### src/rtl/bluetooth_tx.sv
// bluetooth_tx: bus-mapped UART transmitter feeding an HC-05 module through a small byte FIFO.
// Define BT_TX_PARITY_EN for an even-parity bit (8E1); otherwise frames are 8N1.
module bluetooth_tx #(
  parameter int CLK_FREQ   = 50000000,
  parameter int BAUD       = 9600,
  parameter int FIFO_DEPTH = 4
) (
  input  logic        clk,
  input  logic        rst,
  input  logic        valid,
  input  logic [3:0]  strb,
  input  logic [2:0]  addr,
  input  logic [31:0] data_i,
  output logic        ready,
  output logic [31:0] data_o,
  output logic        hc05_tx
);

  localparam int DIV = CLK_FREQ / BAUD;
  localparam int AW  = (FIFO_DEPTH > 1) ? $clog2(FIFO_DEPTH) : 1;
  localparam int CW  = AW + 1;
  localparam int BW  = (DIV > 1) ? $clog2(DIV) : 1;
  localparam logic [BW-1:0] BAUD_LAST = BW'(DIV - 1);
  localparam logic [CW-1:0] DEPTH_C   = CW'(FIFO_DEPTH);

`ifdef BT_TX_PARITY_EN
  typedef enum logic [2:0] {IDLE, START, DATA, PARITY, STOP} state_t;
`else
  typedef enum logic [2:0] {IDLE, START, DATA, STOP} state_t;
`endif

  state_t          state_reg;
  logic [BW-1:0]   baud_reg;
  logic [2:0]      bit_idx_reg;
  logic [7:0]      shift_reg;
  logic            tx_reg;
  logic            ready_reg;
  logic            ready_next;
  logic [7:0]      mem [FIFO_DEPTH];
  logic [AW-1:0]   wr_ptr_reg;
  logic [AW-1:0]   rd_ptr_reg;
  logic [CW-1:0]   count_reg;
  logic            ovf_reg;
`ifdef BT_TX_PARITY_EN
  logic            parity_reg;
`endif

  logic        bus_cycle, wr_data, wr_status, rd_status;
  logic        fifo_empty, fifo_full, bit_end, push, pop;
  logic [31:0] status_word;

  // Only the low byte and the OVF-clear bit of the write data have a destination.
  logic unused_wdata;
  assign unused_wdata = ^{data_i[31:8], data_i[7:4], data_i[2:0]};

  assign ready_next = valid & ~ready_reg;
  assign bus_cycle  = ready_reg & valid;
  assign wr_data    = bus_cycle & strb[0] & (addr == 3'h0);
  assign wr_status  = bus_cycle & strb[0] & (addr == 3'h4);
  assign rd_status  = bus_cycle & (strb == 4'b0000) & (addr == 3'h4);

  assign fifo_empty = (count_reg == '0);
  assign fifo_full  = (count_reg == DEPTH_C);
  assign bit_end    = (baud_reg == BAUD_LAST);
  // The head is taken either from idle or at the very end of a stop bit, so frames chain without a gap.
  assign pop  = ~fifo_empty & ((state_reg == IDLE) | ((state_reg == STOP) & bit_end));
  assign push = wr_data & (~fifo_full | pop);

  assign status_word = {24'h0, 4'(count_reg), ovf_reg, fifo_empty, fifo_full, (state_reg != IDLE)};
  assign data_o  = rd_status ? status_word : 32'h0;
  assign ready   = ready_reg;
  assign hc05_tx = tx_reg;

  always_ff @(posedge clk) begin
    if (rst) begin
      ready_reg <= 1'b0;
    end else begin
      ready_reg <= ready_next;
    end
  end

  always_ff @(posedge clk) begin
    if (push) begin
      mem[wr_ptr_reg] <= data_i[7:0];
    end
  end

  always_ff @(posedge clk) begin
    if (rst) begin
      wr_ptr_reg <= '0;
      rd_ptr_reg <= '0;
      count_reg  <= '0;
      ovf_reg    <= 1'b0;
    end else begin
      if (push) begin
        wr_ptr_reg <= wr_ptr_reg + AW'(1);
      end
      if (pop) begin
        rd_ptr_reg <= rd_ptr_reg + AW'(1);
      end
      if (push && !pop) begin
        count_reg <= count_reg + CW'(1);
      end else if (pop && !push) begin
        count_reg <= count_reg - CW'(1);
      end
      if (wr_data && fifo_full && !pop) begin
        ovf_reg <= 1'b1;
      end else if (wr_status && data_i[3]) begin
        ovf_reg <= 1'b0;
      end
    end
  end

  always_ff @(posedge clk) begin
    if (rst) begin
      state_reg   <= IDLE;
      baud_reg    <= '0;
      bit_idx_reg <= '0;
      shift_reg   <= '0;
      tx_reg      <= 1'b1;
`ifdef BT_TX_PARITY_EN
      parity_reg  <= 1'b0;
`endif
    end else begin
      case (state_reg)
        IDLE: begin
          if (pop) begin
            shift_reg <= mem[rd_ptr_reg];
            state_reg <= START;
            tx_reg    <= 1'b0;
          end
        end
        START: begin
          if (bit_end) begin
            baud_reg    <= '0;
            bit_idx_reg <= '0;
            state_reg   <= DATA;
            tx_reg      <= shift_reg[0];
`ifdef BT_TX_PARITY_EN
            parity_reg  <= shift_reg[0];
`endif
          end else begin
            baud_reg <= baud_reg + BW'(1);
          end
        end
        DATA: begin
          if (bit_end) begin
            baud_reg  <= '0;
            shift_reg <= shift_reg >> 1;
            if (bit_idx_reg == 3'd7) begin
`ifdef BT_TX_PARITY_EN
              state_reg <= PARITY;
              tx_reg    <= parity_reg;
`else
              state_reg <= STOP;
              tx_reg    <= 1'b1;
`endif
            end else begin
              bit_idx_reg <= bit_idx_reg + 3'd1;
              tx_reg      <= shift_reg[1];
`ifdef BT_TX_PARITY_EN
              parity_reg  <= parity_reg ^ shift_reg[1];
`endif
            end
          end else begin
            baud_reg <= baud_reg + BW'(1);
          end
        end
`ifdef BT_TX_PARITY_EN
        PARITY: begin
          if (bit_end) begin
            baud_reg  <= '0;
            state_reg <= STOP;
            tx_reg    <= 1'b1;
          end else begin
            baud_reg <= baud_reg + BW'(1);
          end
        end
`endif
        STOP: begin
          if (bit_end) begin
            baud_reg <= '0;
            if (pop) begin
              shift_reg <= mem[rd_ptr_reg];
              state_reg <= START;
              tx_reg    <= 1'b0;
            end else begin
              state_reg <= IDLE;
              tx_reg    <= 1'b1;
            end
          end else begin
            baud_reg <= baud_reg + BW'(1);
          end
        end
        default: begin
          state_reg <= IDLE;
          baud_reg  <= '0;
          tx_reg    <= 1'b1;
        end
      endcase
    end
  end

endmodule

### config.mk
export PLATFORM = sky130hd
export DESIGN_NAME = bluetooth_tx
export DESIGN_NICKNAME = d
export VERILOG_FILES = /design/src/rtl/bluetooth_tx.sv
export SDC_FILE = /design/constraint.sdc
export NUM_CORES = 1
export LEC_CHECK = 0
export ABC_AREA = 1
export ABC_CLOCK_PERIOD_IN_PS = 2720
export CAP_MARGIN = 25
export CORE_MARGIN = 2
export CORE_UTILIZATION = 50
export DETAILED_ROUTE_END_ITERATION = 12
export PLACE_DENSITY = 0.84
export SLEW_MARGIN = 20
export SYNTH_ARGS = -nofsm -noshare
export SYNTH_HDL_FRONTEND = slang
export SYNTH_SLANG_ARGS = --single-unit
export TNS_END_PERCENT = 30
### constraint.sdc
create_clock -name clk -period 2.72 [get_ports clk]
set_input_delay 0.272 -clock clk [delete_from_list [all_inputs] [get_ports clk]]
set_output_delay 0.272 -clock clk [all_outputs]
set_load 0.01 [all_outputs]
==> results of run 1 <==
==> cell type report <==
| cell class | instances | share of cell area (%) |
|---|---|---|
| flip-flops and latches | 70 | 41.8 |
| inverters | 49 | 4.47 |
| well taps | 99 | 3.01 |
| repair buffers | 37 | 8.33 |
| multi-input cells | 287 | 37.8 |
| clock inverters | 7 | 1.58 |
| clock buffers | 9 | 3.01 |
==> cell families (layout without fill, tap and decap cells) <==
logic type	count (synthesis)	after routing
muxes	6	6
buffers and inverters	84	102
DFF	70	70
AOI/OAI and AO/OA	58	58
xor gates and xnor gates	3	3
other	1	25
adders and majority gates	13	13
and+or+nand+nor	182	182
==> cells in the mapped netlist, drive strengths merged <==
cell | number | area (sq um)
nor2 | 69 | 272
nand2 | 63 | 267
inv | 46 | 173
dfxtp | 38 | 761
buf | 34 | 254
edfxtp | 32 | 961
o21ai | 29 | 149
nand3 | 25 | 143
a21oi | 24 | 158
nor3 | 13 | 76.3
ha | 12 | 150
mux2i | 6 | 60.1
nand4 | 6 | 43.8
clkinv | 3 | 11.3
nor4 | 3 | 33.8
xor2 | 3 | 26.3
nor3b | 2 | 15.0
o21a | 2 | 15.0
a211oi | 1 | 7.51
a31oi | 1 | 6.26
clkbuf | 1 | 3.75
conb | 1 | 3.75
fa | 1 | 20.0
nand3b | 1 | 7.51
o211a | 1 | 10.0
==> layer usage <==
layer | vias up | global-route usage (%) | wire (um)
li1 | 1401 | - | -
met1 | 1292 | 21.4 | 2840
met2 | 74 | 32.5 | 3590
met3 | 9 | 4.34 | 272
met4 | 0 | 7.73 | 103
met5 | - | 0 | 0
==> report_power, final <==
part / leakage, nW / total, mW / internal, mW / switching, mW
combinational: 0.951 / 1.19 / 0.428 / 0.764
sequential: 0.598 / 1.33 / 1.23 / 0.0985
clock: 0.0947 / 0.795 / 0.354 / 0.441
==> timing repair <==
action,in CTS,in global routing
setup buffers,0,1
hold buffers,0,0
endpoints found under the setup margin,0,1
resized for setup,0,2
==> final timing paths <==
kind	slack (ps)	end	cells past startpoint	startpoint
worst max register to register	310	count_reg[2]	16	baud_reg[1]
worst max-delay path	280	data_o[1]	5	strb[0]
worst min register to register	440	ready	1	ready
worst min-delay path	440	ready	1	ready
==> worst reg2reg max path, stage by stage, from the launching register on <==
cell	delay, ps
dfxtp_1	360
ha_2	200
nand2_2	70
nor2_4	140
nand3_2	90
nand2_2	80
nand2_4	90
nand2_2	90
nand2_2	90
inv_2	80
ha_1	140
inv_1	60
fa_1	380
a21oi_1	140
o21ai_0	110
o21ai_1	130
a21oi_1	50
==> layout by cell type (no fill, tap or decap), types with 2 or more instances in the layout <==
| cell type | instances |
|---|---|
| xor2_1 | 3 |
| o21ai_0 | 26 |
| nor3b_1 | 2 |
| edfxtp_1 | 32 |
| o21ai_1 | 2 |
| ha_1 | 11 |
| nand2_1 | 55 |
| clkinv_1 | 3 |
| buf_4 | 11 |
| clkdlybuf4s50_1 | 26 |
| conb_1 | 25 |
| inv_1 | 39 |
| nand2_4 | 2 |
| nor2_2 | 2 |
| nand4_1 | 5 |
| dfxtp_1 | 38 |
| nand2_2 | 6 |
| inv_6 | 3 |
| a21oi_1 | 16 |
| a21oi_2 | 7 |
| o21a_1 | 2 |
| mux2i_1 | 6 |
| inv_8 | 2 |
| nor4_1 | 2 |
| nor2_1 | 66 |
| nor3_1 | 12 |
| nand3_1 | 23 |
| inv_2 | 7 |
| clkbuf_8 | 9 |
==> metrics by stage <==
stage / instances / utilization (%) / setup slack [ps] / power, mW
after floorplan: 441 / - / 413 / 2.36
after global placement: 541 / 54.9 / 282 / 2.47
after detailed placement: 541 / 54.9 / 226 / 2.52
after CTS: 557 / 57.5 / 204 / 3.32
after global routing: 558 / 57.7 / 35.2 / 3.55
final: 558 / 57.7 / 284 / 3.32
==> impl_metrics.env, run 1 <==
export IMPL_status="complete, no violations"
export IMPL_numCtsBuffers=9
export IMPL_cts_root_buf="clkbuf_8"
export IMPL_place_area_sq_um=3920
export IMPL_std_cell_rows=31
export IMPL_cts_tree="built"
export IMPL_design_area_sq_um=4120
export IMPL_antenna_found_initial=0
export IMPL_grt_pass1_wl_um=11200
export IMPL_critPathCaptureType="primary output"
export IMPL_powerDensity_nw_per_um2=805
export IMPL_period_minus_slack_ps=2440
export IMPL_nets=509
export IMPL_synth_area_per_cell_sq_um=8.70
export IMPL_crit_fanout=7
export IMPL_postRouteWirelength_um=6800
export IMPL_die_x_um=89.2
export IMPL_slowest_stage="clkdlybuf4s50_1"
export IMPL_largest_register_ffs=32
export IMPL_drive_gt1_share_pct=13.1
export IMPL_whs_ps=439
export IMPL_ys_seq_elements=70
export IMPL_insertion_delay_ps=350
export IMPL_gp_congestion=0.806
export IMPL_fill_cells=618
export IMPL_fin_crit_sh_pct=89.6
export IMPL_ys_types=42
export IMPL_max_freq_mhz=410
export IMPL_ant_nets=0
export IMPL_synth_simple_gate_area_share_pct=23.6
export IMPL_htree_num_levels=3
export IMPL_synth_compound_area_share_pct=9.52
export IMPL_grt_max_degree=18
export IMPL_remaining_drc_errors=0
export IMPL_max_vdd_ir_drop_v=0.000425
export IMPL_timing_critical_path_buf_inv=2
export IMPL_cp_cell_sequence="clkdlybuf4s50_1, nor4_1, nand3_1, nor4_1, clkdlybuf4s50_1"
export IMPL_critPathLaunchType="input port"
export IMPL_finalMaxSlewViolations=0
export IMPL_synth_mux_area_share_pct=1.66
export IMPL_dr_pass1_iters=4
export IMPL_cap_viol_max_count=0
export IMPL_synth_xor_area_share_pct=0.725
export IMPL_regArea_sq_um=1720
export IMPL_cp_required_ps=2450
export IMPL_syn_area_sq_um=3630
export IMPL_hold_viol=0
export IMPL_finalSetupTns_ps=0
export IMPL_hp_class="reg -> reg"
export IMPL_cpLargestDelayFamily="buffers and inverters"
export IMPL_rsz0062_at_grt="no"
export IMPL_initial_core_util_pct=50.8
export IMPL_grt_remaining_overflow=0
export IMPL_syn2layout_area_growth_pct=13.5
export IMPL_grt_usage_pct=18.4
export IMPL_path_clk_slew_ps=80
export IMPL_grt_pass1_vias=2546
export IMPL_coreArea_sq_um=7140
export IMPL_p_leak_nw=1.64
export IMPL_relSlewSlack_pct=66.3
export IMPL_die_h_um=89.2
export IMPL_yosysSeqAreaShare_pct=47.5
export IMPL_dr_first_iter_drc_count=177
export IMPL_dp_hpwl_um=4820
export IMPL_multi_input_area_sq_um=1560
export IMPL_tightestPinTransition_ps=504
export IMPL_finalSetupViolations=0
export IMPL_diodes=0
export IMPL_yosysWarnings=0
export IMPL_cts_buffer_depth=2
export IMPL_synth_top_family_by_area="simple AND/OR/NAND/NOR gates"
export IMPL_port_buffers=26
export IMPL_max_stage_delay_ps=610
export IMPL_worstSetupPathType="in -> out"
export IMPL_vias_per_cell=4.97
export IMPL_cts_sinks=70
export IMPL_clock_skew_ps=10.8
export IMPL_pin_count=76
export IMPL_dr_total_vias=2776
export IMPL_synth_adder_area_share_pct=4.69
export IMPL_syn_inst=417
export IMPL_wire_per_inst_um=12.2
export IMPL_cp_data_arrival_time_ps=2160
export IMPL_die_area_sq_um=7950
(Power assumes the default switching activity.)
==> run 2, diff against run 1 <==
- GPL_ROUTABILITY_DRIVEN: not set -> 0
==> results of run 2 <==
Same layout as run 1: the final DEF is identical, and so are final timing and power.
==> run 3, diff against run 2 <==
- CTS_CLUSTER_DIAMETER: not set -> 40
==> results of run 3 <==
Same layout as run 1: the final DEF is identical, and so are final timing and power.
